**src/rtl/sb_config_pkg.sv**
```systemverilog
// Shared types and constants for the tile configuration loader.
// Latency: n/a. Backpressure: n/a.
package sb_config_pkg;

    typedef enum logic [2:0] {
        ST_ADDR,
        ST_DATA,
        ST_CKSUM,
        ST_ISSUE,
        ST_DONE
    } state_t;

    localparam logic [7:0] END_ADDR_DEFAULT = 8'hFF;
    localparam int         FRAME_CNT_W      = 16;

endpackage

```
**src/rtl/sb_config_byte_assembler.sv**
```systemverilog
// Collects NB little-endian bytes into one config word; keeps a running XOR when SB_CONFIG_LOADER_CHECKSUM_EN is defined.
// Latency: word_dat/word_complete are combinational views including the byte landing this cycle.
// Backpressure: none; advances only on byte_vld from the loader FSM.
module sb_config_byte_assembler #(
    parameter int DATA_WIDTH = 32
) (
    input  logic                  clk,
    input  logic                  reset,
    input  logic                  clear,
    input  logic                  byte_vld,
    input  logic [7:0]            byte_dat,
    output logic [DATA_WIDTH-1:0] word_dat,
    output logic                  word_complete
`ifdef SB_CONFIG_LOADER_CHECKSUM_EN
    ,
    output logic [7:0]            xor_dat
`endif
);

    localparam int NB    = DATA_WIDTH / 8;
    localparam int CNT_W = (NB > 1) ? $clog2(NB) : 1;

    logic [CNT_W-1:0]      cnt_q;
    logic [DATA_WIDTH-1:0] word_q;

    // Merge the in-flight byte so the loader can capture the full word on the last byte.
    always_comb begin
        word_dat = word_q;
        if (byte_vld) begin
            word_dat[8*int'(cnt_q) +: 8] = byte_dat;
        end
    end

    assign word_complete = byte_vld && (cnt_q == CNT_W'(NB - 1));

    always_ff @(posedge clk or posedge reset) begin
        if (reset) begin
            cnt_q  <= '0;
            word_q <= '0;
        end else if (clear) begin
            cnt_q  <= '0;
        end else if (byte_vld) begin
            word_q <= word_dat;
            cnt_q  <= cnt_q + CNT_W'(1);
        end
    end

`ifdef SB_CONFIG_LOADER_CHECKSUM_EN
    logic [7:0] xor_q;

    // clear coincides with the address byte, which seeds the checksum.
    always_ff @(posedge clk or posedge reset) begin
        if (reset) begin
            xor_q <= '0;
        end else if (clear) begin
            xor_q <= byte_dat;
        end else if (byte_vld) begin
            xor_q <= xor_q ^ byte_dat;
        end
    end

    assign xor_dat = xor_q;
`endif

endmodule

```
**src/rtl/sb_config_loader.sv**
```systemverilog
// Byte-serial bitstream to config_addr/config_data/config_en write bus; checksum byte enabled by SB_CONFIG_LOADER_CHECKSUM_EN.
// Latency: config_en pulses 1 cycle after the final byte of a record transfers.
// Backpressure: in_ready low during the issue cycle and forever after the end marker; stalls on in_valid low.
module sb_config_loader
    import sb_config_pkg::*;
#(
    parameter int         DATA_WIDTH = 32,
    parameter int         ADDR_WIDTH = 8,
    parameter logic [7:0] END_ADDR   = END_ADDR_DEFAULT
) (
    input  logic                   clk,
    input  logic                   reset,
    input  logic [7:0]             in_data,
    input  logic                   in_valid,
    output logic                   in_ready,
    output logic [ADDR_WIDTH-1:0]  config_addr,
    output logic [DATA_WIDTH-1:0]  config_data,
    output logic                   config_en,
    output logic                   done,
    output logic [FRAME_CNT_W-1:0] frame_count,
    output logic                   err
);

    state_t                state_q, state_nxt;
    logic                  xfer;
    logic                  asm_clear;
    logic                  asm_byte_vld;
    logic                  word_complete;
    logic                  ready_nxt;
    logic                  issue_nxt;
    logic [DATA_WIDTH-1:0] asm_word;
    logic [ADDR_WIDTH-1:0] addr_q;
`ifdef SB_CONFIG_LOADER_CHECKSUM_EN
    logic [7:0]            asm_xor;
    logic                  cksum_bad;
`endif

    sb_config_byte_assembler #(
        .DATA_WIDTH (DATA_WIDTH)
    ) u_asm (
        .clk           (clk),
        .reset         (reset),
        .clear         (asm_clear),
        .byte_vld      (asm_byte_vld),
        .byte_dat      (in_data),
        .word_dat      (asm_word),
        .word_complete (word_complete)
`ifdef SB_CONFIG_LOADER_CHECKSUM_EN
        ,
        .xor_dat       (asm_xor)
`endif
    );

    assign xfer = in_valid && in_ready;

    always_comb begin
        state_nxt    = state_q;
        asm_clear    = 1'b0;
        asm_byte_vld = 1'b0;
`ifdef SB_CONFIG_LOADER_CHECKSUM_EN
        cksum_bad    = 1'b0;
`endif
        case (state_q)
            ST_ADDR: begin
                if (xfer) begin
                    if (in_data == END_ADDR) begin
                        state_nxt = ST_DONE;
                    end else begin
                        asm_clear = 1'b1;
                        state_nxt = ST_DATA;
                    end
                end
            end
            ST_DATA: begin
                if (xfer) begin
                    asm_byte_vld = 1'b1;
                    if (word_complete) begin
`ifdef SB_CONFIG_LOADER_CHECKSUM_EN
                        state_nxt = ST_CKSUM;
`else
                        state_nxt = ST_ISSUE;
`endif
                    end
                end
            end
`ifdef SB_CONFIG_LOADER_CHECKSUM_EN
            ST_CKSUM: begin
                if (xfer) begin
                    if (in_data == asm_xor) begin
                        state_nxt = ST_ISSUE;
                    end else begin
                        cksum_bad = 1'b1;
                        state_nxt = ST_ADDR;
                    end
                end
            end
`endif
            ST_ISSUE: state_nxt = ST_ADDR;
            ST_DONE:  state_nxt = ST_DONE;
            default:  state_nxt = ST_ADDR;
        endcase
    end

    // Outputs are registered from the next state so they line up with the state they describe.
    assign ready_nxt = (state_nxt == ST_ADDR) || (state_nxt == ST_DATA) || (state_nxt == ST_CKSUM);
    assign issue_nxt = (state_nxt == ST_ISSUE);

    always_ff @(posedge clk or posedge reset) begin
        if (reset) begin
            state_q     <= ST_ADDR;
            in_ready    <= 1'b0;
            config_en   <= 1'b0;
            config_addr <= '0;
            config_data <= '0;
            done        <= 1'b0;
            frame_count <= '0;
            addr_q      <= '0;
        end else begin
            state_q   <= state_nxt;
            in_ready  <= ready_nxt;
            config_en <= issue_nxt;
            done      <= (state_nxt == ST_DONE);
            if (asm_clear) begin
                addr_q <= in_data[ADDR_WIDTH-1:0];
            end
            if (issue_nxt) begin
                config_addr <= addr_q;
                config_data <= asm_word;
                if (frame_count != '1) begin
                    frame_count <= frame_count + FRAME_CNT_W'(1);
                end
            end
        end
    end

`ifdef SB_CONFIG_LOADER_CHECKSUM_EN
    always_ff @(posedge clk or posedge reset) begin
        if (reset) begin
            err <= 1'b0;
        end else if (cksum_bad) begin
            err <= 1'b1;
        end
    end
`else
    assign err = 1'b0;
`endif

endmodule

```
**config.mk**
```make
export PLATFORM = sky130hd
export DESIGN_NAME = sb_config_loader
export DESIGN_NICKNAME = d
export VERILOG_FILES = /design/src/rtl/sb_config_pkg.sv /design/src/rtl/sb_config_byte_assembler.sv /design/src/rtl/sb_config_loader.sv
export SDC_FILE = /design/constraint.sdc
export NUM_CORES = 1
export LEC_CHECK = 0
export CORE_AREA = 2 2 119 121
export CTS_CLUSTER_SIZE = 24
export DETAILED_ROUTE_END_ITERATION = 16
export DIE_AREA = 0 0 121 123
export HOLD_SLACK_MARGIN = 0.02
export PLACE_DENSITY = 0.52
export SETUP_SLACK_MARGIN = 0.15
export SLEW_MARGIN = 0
export SYNTH_ARGS = -nofsm -noshare
export SYNTH_HDL_FRONTEND = slang
export SYNTH_SLANG_ARGS = --single-unit
```
**constraint.sdc**
```tcl
create_clock -name clk -period 5.5 [get_ports clk]
set_input_delay 0.825 -clock clk [delete_from_list [all_inputs] [get_ports clk]]
set_output_delay 0.825 -clock clk [all_outputs]
set_load 0.02 [all_outputs]
```
Word level (Yosys, flattened, before mapping). Cells that the tools add are included.

Memory bits (read-only): 0. RAM bits: 0. Input bits: 11. Output and inout bits: 60. Register bits: 104. Memories: 0. Bits in latches: 0. Logic and storage cells: 48.

Divide/modulo/power cells: 0. Add/subtract/negate cells: 3. Shift-type cells: 2. Eq/ne operators: 9. $lt $le $gt $ge: 0. Multiply operators: 0. Bitwise logic cells: 1. Reduce and logical (&&, ||, !) cells: 9. Mux-type cells: 14.

Operator list (number): 5-bit negation with 33-bit output (1); 8-bit by 33-bit variable shift with 32-bit output, first input constant (1); 8-bit by 33-bit variable part select with 32-bit output (1); 32-bit bitwise mux (1); 32-bit two-way mux (1); 16-bit by 1-bit adder with 16-bit output, second input constant (1); 16-bit inequality test, second input constant (1); 3-bit two-way mux (4); 3-bit case mux with 3 select lines (1); 8-bit == test, second input constant (1); 3-bit by 1-bit == test with 1-bit output, second input constant (2); 3-bit by 2-bit == test with 1-bit output, second input constant (2); 3-bit == test, second input constant (2); 3-bit logical NOT (2); 1-bit two-way mux (5); 2-bit two-way mux (2); 2-bit AND reduction (2); 2-bit by 1-bit adder with 2-bit output, second input constant (1); 2-bit == test, second input constant (1); 1-bit logical AND (2); 1-bit logical OR (2); 2-bit nonzero test (1); 1-bit NOT (1).

Longest topological paths before layout. Gate-level depths: netlist of the first run.

Depth after elaboration: 10. Depth in mapped cells: 8. Mapped depth without buffers: 6.

By module. From an unflattened synthesis of the first run, not the netlist that was laid out.

Cell total of the unflattened synthesis: 430. Area, all modules: 4644.5 µm².

By module, submodules not included: sb_config_loader (instances 1, sequential area each 1751.7 µm², cells an instance 283, area each 2859.0 µm²); sb_config_byte_assembler (instances 1, sequential area each 850.8 µm², cells an instance 147, area each 1785.5 µm²).

Worst setup path after synthesis of the first run. No wires, ideal clock.

Kind: in2reg. From: in in_valid. To: reg frame_count[12]. Required time: 5368 ps. Stages: 4. Library setup time: 132 ps. Buffers on the path: 0. Arrival time: 2045 ps. Slack: 3322 ps. Cells stage by stage: nand3_1 -> or4_4 -> or4_4 -> xnor2_2.

Word-level cells in the longest chain between the ends: 9. Elaborated cells on any way between the ends: 10. Those cells by class: 1 x eq/ne; 6 x mux; 3 x reduce/logical.

RTL lines: start: declaration (line sb_config_loader.sv:14) `input logic in_valid,`; 1-bit logical AND (*) (line sb_config_loader.sv:54) `assign xfer = in_valid && in_ready;`; 1-bit two-way mux (line sb_config_loader.sv:75) `if (xfer) begin`; 1-bit two-way mux (line sb_config_loader.sv:63) `case (state_q)`; 1-bit logical AND (line sb_config_byte_assembler.sv:34) `assign word_complete = byte_vld && (cnt_q == CNT_W'(NB - 1));`; 3-bit two-way mux (line sb_config_loader.sv:77) `if (word_complete) begin`; 3-bit two-way mux (line sb_config_loader.sv:75); 3-bit case mux with 3 select lines (*) (line sb_config_loader.sv:63); 3-bit by 2-bit == test with 1-bit output (*) (line sb_config_loader.sv:106) `assign issue_nxt = (state_nxt == ST_ISSUE);`; 2-bit AND reduction (no source line) (*); end signal: assignment (line sb_config_loader.sv:130) `frame_count <= frame_count + FRAME_CNT_W'(1);`; end: declaration (line sb_config_loader.sv:20) `output logic [FRAME_CNT_W-1:0] frame_count,`.

Mark *: on every way between the ends. The rest lies on a longest branch, timed or not. A chain may end at the register's enable or synchronous reset.

Worst setup path in the final report of the first run.
From: in in_valid. To: reg config_data[21].

Word-level cells in the longest chain between the ends: 8. Elaborated cells on any way between the ends: 10. Those cells by class: 1 x eq/ne; 7 x mux; 2 x reduce/logical.

RTL lines: 1-bit logical AND (*) (line sb_config_loader.sv:54); 1-bit two-way mux (line sb_config_loader.sv:75); 1-bit two-way mux (line sb_config_loader.sv:63); 1-bit logical AND (line sb_config_byte_assembler.sv:34); 3-bit two-way mux (line sb_config_loader.sv:77); 3-bit two-way mux (line sb_config_loader.sv:75); 3-bit case mux with 3 select lines (line sb_config_loader.sv:63); 3-bit by 2-bit == test with 1-bit output (line sb_config_loader.sv:106); end signal: assignment (line sb_config_loader.sv:128) `config_data <= asm_word;`; end: declaration (line sb_config_loader.sv:17) `output logic [DATA_WIDTH-1:0] config_data,`.

Marks and branches as above.

==> results of run 1 <==
## power by group
group / leakage [nW] / switching (mW) / internal, mW
sequential: 1.25 / 0.144 / 0.961
clock: 0.138 / 0.262 / 0.350
combinational: 0.953 / 0.543 / 0.421
## worst reg2reg max path: cells and delay by family, from the launching register on
kind	cells	cell delay, ps
buf+inv	3	1000
simple gates	3	980
compound gates	1	170
flops	1	410
## final cells by class
class	count	area (um^2)	area share
Sequential cell	96	2400	0.468
Multi-Input combinational cell	254	1490	0.289
Clock inverter	6	60.1	0.0117
Inverter	5	20.0	0.00390
Tap cell	180	225	0.0439
Timing Repair Buffer	72	713	0.139
Clock buffer	10	229	0.0446
## cells in the mapped netlist, types with 2 or more instances
cell      instances
a22o_1            8
a31oi_1          24
buf_2             6
clkbuf_1          9
dfrtp_1          96
ha_1              6
inv_1             5
mux2_2            8
nand2_1          60
nand3_1          34
nand4_1           8
nor2_1           32
nor3_1            5
nor3b_1           4
nor4_1            3
nor4_2            2
o21a_1            2
o21ai_0          27
or2_1             2
or2_2             2
or4_4             2
xnor2_1           3
xor2_1            9
## final timing paths
| check | slack, ps | to | cells after the start |
|---|---|---|---|
| worst max-delay path | 2670 | config_data[21] | 8 |
| worst min-delay path | 470 | config_addr[0] | 2 |
| worst max register to register | 2870 | config_data[21] | 7 |
| worst min register to register | 470 | config_addr[0] | 2 |
| max in group asynchronous | 3430 | config_addr[1] | 3 |
| min in group asynchronous | 1040 | frame_count[1] | 2 |
## metrics by stage
stage	area, um^2	util
after detailed placement	4850	0.356
final	5130	0.377
after CTS	5130	0.377
after floorplan	3980	-
after global placement	4850	0.356
after global routing	5130	0.377
## flip-flops by register name, indices dropped and copies added (netlist names)
name,flops
config_data,32
u_asm.word_q,24
frame_count,16
addr_q,8
config_addr,8
state_q,3
u_asm.cnt_q,2
config_en,1
done,1
in_ready,1
## cells by family after synthesis
family | after synthesis | synth area share
and+or+nand+nor | 159 | 0.193
buffers and inverters | 21 | 0.0226
xor gates and xnor gates | 13 | 0.0305
other | 1 | 0.000943
DFF | 96 | 0.604
muxes | 10 | 0.0293
AOI/OAI and AO/OA | 65 | 0.100
adders and majority gates | 6 | 0.0189
## metal layers
layer	part of all wire	routed length, um	vias to the layer above	global-route usage
met5	0	0	-	0
met4	0.022	216	0	0.0574
met3	0.050	492	15	0.0327
met2	0.45	4500	80	0.218
met1	0.48	4720	1528	0.197
li1	-	-	1435	-
==> results.tsv, run 1 <==
stage	metric	value	unit
outcome	status	finished, final reports clean	
timing	RSZ-0062 raised after global routing	false	
clock_tree	CTS sink count	96	
finish	Non-Filler Instances	623	
place	HPWL after DPL	6700	um
critical_path	Top delay family on crit path	buffers and inverters	
pwr	VDD IR max	0.185	mV
route	vias per inst	4.91	
critical_path	CP bufs+invs	4	
finish	layout cells sized above 1	0.0835	
route	Final ANT Viol Nets	0	
pwr	PwrDens	522	mW/mm^2
critical_path	Critical Path RT	5750	ps
clock_tree	post-CTS resize count	0	
place	GP Congestion	0.727	
timing	Slew Limit Headroom	0.273	
global_routing	grt total ovfl	0	
synth	syn avg cell area	10.7	um^2
floorplan	Ports	71	
clock_tree	H-tree depth	3	
route	initial DRC count	190	
timing	setup violators final	0	
critical_path	arrival time worst endpoint	3090	ps
timing	final hold violation count	0	
synth	Synth area leaders	dfrtp_1 (60%), nand2_1 (5.7%), nand3_1 (4.3%)	
synth	number of synthesized flops with an enable pin	0	
synth	post-synth top area cell	dfrtp_1	
critical_path	crit end category	flop	
clock_tree	clock tree buffer depth	2	
synth	Ys Warns	0	
timing	Worst Max-Slew Pin Slew	1090	ps
route	average wire per standard cell	15.9	um
critical_path	worst path cell trace	clkdlybuf4s50_1 > nand3_1 > or2_1 > buf_4 > inv_1 > buf_4 > nor2_1 > a31oi_1	
floorplan	die height	123	um
synth	Syn Inst Count	371	
critical_path	Critical Path Start Type	input port	
finish	Final #Nets	455	
worst_hold_path	Hold WC Path Type	reg2reg	
clock_tree	setup repair bufs after CTS	0	
route	router iterations before antenna repair	5	
finish	Area Growth Syn to Fin	29.1	%
floorplan	CORE AREA	0.0136	mm^2
critical_path	Crit path top cell by count	buf_4	
place	I/O Buffers	69	
timing	max-slew violations	0	
critical_path	critical path peak fanout	48	
synth	sequential element share of the synthesized area	0.604	
synth	post-synth top area share	0.604	
route	Post-Route WL	9930	um
finish	Antenna Cells	0	
floorplan	die width	121	um
job	Max-Cap Viols	0	
timing	setup TNS	0	ps
synth	syn_nets	388	
floorplan	Die ar.	0.0149	mm^2
place	DP Worst Slack	2340	ps
finish	most common cell after layout, fill and taps aside	dfrtp_1	
clock_tree	Clock transition at path regs	70	ps
finish	most frequent cells in the layout	dfrtp_1 (96), clkdlybuf4s50_1 (69), nand2_1 (60)	
timing	Max Freq	353	MHz
timing	final worst-path cycle share	0.515	
timing	Setup Skew	8.53	ps
timing	Hold WS	465	ps
synth	#FFs+latches synth	96	
place	dpl cells	607	
global_routing	gr usage total	0.143	
global_routing	initial antenna violation count	0	
critical_path	peak per-stage delay on the critical path	590	ps
clock_tree	TritonCTS Buffers	9	
clock_tree	CTS Hold Buffers Added	0	
clock_tree	worst-skew pair later-pin latency	340	ps
worst_hold_path	Worst Min Path Start	addr_q[0]	
synth	post-synthesis cell type count	37	
global_routing	largest net degree at the start of global routing	64	
route	DR DRC count	0	
timing	Final min period	2830	ps
clock_tree	CTS tree	built	
pwr	power consumption	2.68	mW
timing	final worst slack	2670	ps
critical_path	Worst R2R Start	state_q[2]	
critical_path	Crit-path slowest cell	clkdlybuf4s50_1	
global_routing	vias in the first global route	3093	
critical_path	WS Path Type	in2reg	
floorplan	initial core utilization	0.292	
pwr	Lkg Pwr	2.34	nW
clock_tree	CTS root buffer	clkbuf_16	
global_routing	first-pass GRT wire length	16300	um
synth	Synth Flop Type	dfrtp_1	
critical_path	Worst Setup SP	in_valid	
synth	Mapped Area	0.00398	mm^2
route	Vias	3058	
finish	fill cell total of the finished layout	1328	
synth	Post-synth ARST share	1.00	
floorplan	Rows	43	
No activity file was read; power rests on OpenSTA's default activity.
==> run 2, diff against run 1 <==
clock period = 2.8 ns   (was 5.5 ns; I/O delays follow)
==> results.tsv, run 2 (synthesis gave the netlist of run 1 again) <==
stage	metric	value	unit	change
floorplan	initial core utilization	0.292		unchanged
pwr	Comb power frac	0.360		about the same
critical_path	reg2reg setup slack	630	ps	-2240 ps
pwr	Reg power frac	0.399		-0.013
timing	Slew Limit Headroom	0.522		+0.249
global_routing	vias in the first global route	3095		+0.065%
timing	setup violators final	0		unchanged
place	I/O Buffers	69		unchanged
timing	setup TNS	0	ps	unchanged
clock_tree	Clock transition at path regs	60	ps	about the same
clock_tree	clock tree buffer depth	2		unchanged
global_routing	largest net degree at the start of global routing	59		-7.8%
floorplan	die height	123	um	unchanged
timing	RSZ-0062 raised after global routing	false		
pwr	PwrDens	1020	mW/mm^2	+95%
finish	sequential cell area	0.00240	mm^2	unchanged
timing	Final min period	2170	ps	
finish	max reg flops	32		unchanged
timing	Max Freq	462	MHz	
global_routing	gr usage total	0.150		+0.00740
route	Final ANT Viol Nets	0		unchanged
route	vias per inst	4.79		-2.3%
critical_path	critical path peak fanout	58		+21%
global_routing	grt total ovfl	0		unchanged
clock_tree	worst-skew pair later-pin latency	340	ps	about the same
finish	fill cell total of the finished layout	1322		-0.45%
timing	Setup Skew	5.45	ps	-3.08 ps
timing	final worst-path cycle share	0.774		
pwr	net switching power figure	1.86	mW	+96%
finish	Final #Nets	471		+3.5%
clock_tree	CTS root buffer	clkbuf_16		
finish	Area Growth Syn to Fin	33.8	%	
critical_path	peak per-stage delay on the critical path	590	ps	about the same
worst_hold_path	Hold WC Path Type	in2async		
clock_tree	TritonCTS Buffers	9		unchanged
floorplan	Die ar.	0.0149	mm^2	unchanged
global_routing	first-pass GRT wire length	17100	um	+5.1%
route	initial DRC count	284		+49%
critical_path	WS Path Type	reg2reg		
place	HPWL after DPL	7030	um	+4.9%
floorplan	Rows	43		unchanged
route	DR DRC count	0		unchanged
timing	Hold WS	460	ps	-5.35 ps
finish	Final Core Density	0.391		+0.0137
floorplan	Ports	71		unchanged
finish	biggest regs	config_data x32, u_asm.word_q x24, frame_count x16		
pwr	clock network power share	0.241		+0.013
finish	area of the multi-input gates	0.00149	mm^2	unchanged
pwr	VDD IR max	0.396	mV	+110%
clock_tree	CTS tree	built		
clock_tree	CTS Hold Buffers Added	0		unchanged
job	Max-Cap Viols	0		unchanged
route	Vias	3063		+0.16%
route	average wire per standard cell	16.0	um	+0.20%
critical_path	Critical Path RT	3010	ps	-2740 ps
floorplan	CORE AREA	0.0136	mm^2	unchanged
finish	layout cells sized above 1	0.118		+0.0341
critical_path	crit end category	flop		
finish	Biggest register	config_data		
clock_tree	H-tree depth	3		unchanged
global_routing	initial antenna violation count	0		unchanged
timing	final hold violation count	0		unchanged
route	router iterations before antenna repair	6		+1
clock_tree	setup repair bufs after CTS	0		unchanged
route	Post-Route WL	10200	um	+2.8%
critical_path	worst path cell trace	ha_1 > nand3_1 > or2_1 > inv_1 > buf_12 > nor2_1 > a31oi_1		
finish	Antenna Cells	0		unchanged
pwr	internal power	3.56	mW	+110%
critical_path	Worst Setup SP	u_asm.cnt_q[0]		
outcome	status	finished, final reports clean		
place	GP Congestion	0.773		+6.4%
critical_path	Critical Path Start Type	flop		
timing	Worst Max-Slew Pin Slew	717	ps	-374 ps
finish	most common cell after layout, fill and taps aside	dfrtp_1		
pwr	Lkg Pwr	2.45	nW	+4.5%
pwr	switch share	0.342		-0.0115
clock_tree	post-CTS resize count	0		unchanged
critical_path	Crit-path slowest cell	or2_1		
finish	most frequent cells in the layout	dfrtp_1 (96), clkdlybuf4s50_1 (69), nand2_1 (60)		
critical_path	Worst R2R Start	u_asm.cnt_q[0]		
clock_tree	CTS sink count	96		unchanged
timing	max-slew violations	0		unchanged
critical_path	arrival time worst endpoint	2380	ps	-710 ps
floorplan	die width	121	um	unchanged
-- run 2: changes by cell type in the layout (fill, tap and decap cells not counted) --
cell	previous run	this run
buf_12	0	2
clkinvlp_4	2	1
clkbuf_1	1	0
clkinv_2	4	0
clkbuf_8	0	4
clkinv_4	0	2
buf_4	3	17
-- run 2: routing by layer --
metal	global-route usage	wire length, um	vias to the layer above
met5	0	0	-
met4	0.0589	175	0
met3	0.0295	514	17
met2	0.231	4640	72
met1	0.209	4870	1500
li1	-	-	1474
-- run 2: area by class of cell --
type,count,area share
clock inverter,3,0.00893
sequential,96,0.451
timing repair buffer,88,0.161
tap,180,0.0423
multi-input combinational,254,0.279
inverter,5,0.00423
clock buffer,13,0.0527
-- run 2: stage by stage --
| stage | worst slack [ps] | power, mW | cell area, um^2 | std cells |
|---|---|---|---|---|
| floorplan | 738 | 3.24 | 3980 | 371 |
| finish | 634 | 5.42 | 5320 | 639 |
| global placement | 374 | 4.12 | 4990 | 623 |
| detailed placement | 304 | 4.17 | 4990 | 623 |
| global route | 449 | 5.81 | 5320 | 639 |
| CTS | 592 | 5.50 | 5320 | 639 |
-- run 2: path summary, 6_finish.rpt --
kind	end	depth (start not counted)
worst max-delay path	config_data[11]	7
worst min-delay path	config_addr[3]	2
worst max register to register	config_data[11]	7
worst min register to register	config_addr[5]	2
max in group asynchronous	config_data[4]	3
min in group clk	config_addr[5]	2
-- run 2: power groups by stage --
stage	clock [mW]	combinational [mW]	sequential (mW)
finish	1.31	1.95	2.16
global route	1.41	2.16	2.24
CTS	1.35	1.98	2.18
detailed placement	0	1.97	2.19
global placement	0	1.94	2.19
floorplan	0	0.774	2.47
-- run 2: worst max-delay path: cells and delay by family (launching register included) --
family          cells  cell delay (ps)
compound gates      1               50
fa+ha+maj           1              240
buf+inv             2              410
flops               1              450
simple gates        3              850
==> run 3, diff against run 2 <==
PLACE_DENSITY = 0.53   (was 0.52)
clock period = 1.75 ns   (was 2.8 ns; I/O delays follow)
==> results.tsv, run 3 (synthesis gave the netlist of run 1 again) <==
stage	metric	value	unit	change
floorplan	initial core utilization	0.292		unchanged
finish	Final #Nets	526		+12%
global_routing	gr usage total	0.153		+0.00318
timing	max-slew violations	0		unchanged
finish	most frequent cells in the layout	dfrtp_1 (92), buf_4 (45), nand2_1 (44)		
timing	final worst slack	-180	ps	-814 ps
finish	Antenna Cells	0		unchanged
place	I/O Buffers	69		unchanged
clock_tree	CTS root buffer	clkbuf_16		
timing	setup TNS	-1910	ps	-1910 ps
timing	setup violators final	27		+27
clock_tree	CTS sink count	96		unchanged
critical_path	arrival time worst endpoint	2160	ps	-220 ps
clock_tree	TritonCTS Buffers	9		unchanged
clock_tree	clock tree buffer depth	2		unchanged
critical_path	Critical Path RT	1980	ps	-1030 ps
critical_path	Critical Path Start Type	flop		
route	Post-Route WL	11800	um	+15%
route	router iterations before antenna repair	4		-2
finish	biggest regs	config_data x32, u_asm.word_q x24, frame_count x16		
global_routing	first-pass GRT wire length	17500	um	+2.3%
outcome	violated checks	setup timing		
finish	max reg flops	32		unchanged
finish	Biggest register	config_data		
timing	Final min period	1930	ps	-236 ps
timing	Max Freq	518	MHz	+12%
route	initial DRC count	212		-25%
pwr	PwrDens	1540	mW/mm^2	+52%
clock_tree	Clock transition at path regs	70	ps	about the same
timing	final hold violation count	0		unchanged
route	average wire per standard cell	16.9	um	+6.1%
timing	RSZ-0062 raised after global routing	true		
critical_path	crit end category	flop		
finish	fill cell total of the finished layout	1225		-7.3%
floorplan	die height	123	um	unchanged
global_routing	vias in the first global route	3305		+6.8%
timing	Setup Skew	8.80	ps	+3.35 ps
pwr	power consumption	10.4	mW	+92%
job	Max-Cap Viols	0		unchanged
route	DR DRC count	0		unchanged
clock_tree	H-tree depth	3		unchanged
clock_tree	CTS tree	built		
global_routing	grt total ovfl	0		unchanged
critical_path	reg2reg setup slack	-180	ps	-810 ps
floorplan	die width	121	um	unchanged
clock_tree	worst-skew pair later-pin latency	350	ps	about the same
pwr	VDD IR max	0.580	mV	+47%
pwr	Lkg Pwr	3.28	nW	+34%
place	HPWL after DPL	7390	um	+5.0%
critical_path	terminus of the critical flop-to-flop path	frame_count[12]		
floorplan	Ports	71		unchanged
finish	Area Growth Syn to Fin	69.5	%	
critical_path	critical path peak fanout	3		-95%
worst_hold_path	Hold WC Path Type	in2async		
critical_path	WS Path Type	reg2reg		
finish	most common cell after layout, fill and taps aside	dfrtp_1		
route	vias per inst	4.85		+1.2%
timing	final worst-path cycle share	1.10		+0.329
global_routing	initial antenna violation count	0		unchanged
floorplan	Rows	43		unchanged
critical_path	Worst R2R Start	state_q[2]		
clock_tree	CTS Hold Buffers Added	0		unchanged
route	Final ANT Viol Nets	0		unchanged
floorplan	CORE AREA	0.0136	mm^2	unchanged
global_routing	largest net degree at the start of global routing	44		-25%
outcome	status	complete, but fails checks		
place	GP Congestion	0.757		-2.1%
route	Vias	3368		+10%
floorplan	Die ar.	0.0149	mm^2	unchanged
critical_path	Register-to-Register Path Depth	4		-3
finish	layout cells sized above 1	0.393		+0.275
-- run 3: cell types whose count changed in the layout (fill, tap and decap cells not counted), sizes merged --
cell / change
dlymetal6s2s: +23
buf: +52
bufinv: +1
clkinvlp: +1
clkdlybuf4s50: -50
dlygate4sd2: +27
or2: +1
-- run 3: stage by stage --
step | hold slack, ps | util | std cells | area (um^2) | setup WS, ps
detailed placement | 452 | 0.395 | 660 | 5370 | -406
CTS | 270 | 0.438 | 681 | 5970 | -167
global placement | 462 | 0.395 | 660 | 5370 | -367
floorplan | 391 | - | 371 | 4090 | -170
global route | 279 | 0.495 | 694 | 6740 | -208
finish | 259 | 0.495 | 694 | 6740 | -180
-- run 3: timing repair --
item / CTS / global route
hold endpoints to repair: 0 / 0
endpoints found under the setup margin: 108 / 114
cloned: 2 / 2
gates resized for setup: 96 / 152
pin swaps: 18 / 46
setup buffers: 3 / 11
-- run 3: layer usage --
layer	vias up	track usage	share of wire
li1	1587	-	-
met2	66	0.235	0.46
met3	17	0.0235	0.031
met1	1698	0.216	0.49
met5	-	0	0
met4	0	0.0647	0.017
-- run 3: worst max path at each step --
stage,start,endpoint,slack (ps)
2_1_floorplan,u_asm.cnt_q[0],frame_count[12],-170
3_3_place_gp,in_valid,frame_count[14],-370
3_5_place_dp,in_valid,frame_count[14],-410
4_1_cts,state_q[2],frame_count[12],-170
5_1_grt,state_q[2],frame_count[12],-210
6_report,state_q[2],frame_count[12],-180
-- run 3: final cells by class --
cell class | count | area (um^2) | area share
Sequential cell | 96 | 2410 | 0.357
Clock buffer | 11 | 233 | 0.0345
Multi-Input combinational cell | 255 | 2260 | 0.335
Inverter | 5 | 32.5 | 0.00483
Clock inverter | 5 | 81.3 | 0.0121
Timing Repair Buffer | 142 | 1500 | 0.223
Tap cell | 180 | 225 | 0.0334
-- run 3: worst max-delay path, cell delays in order, from the launching register on --
cell and delay, ps:
dfrtp_1 380, or3b_4 420, or4_4 450, or4_4 440, xnor2_2 140
-- run 3: where the power goes --
group          internal [mW]  leakage (nW)  switching [mW]
Combinational           2.27          1.88            2.51
Clock                   1.25         0.150           0.851
Sequential              3.03          1.25           0.491
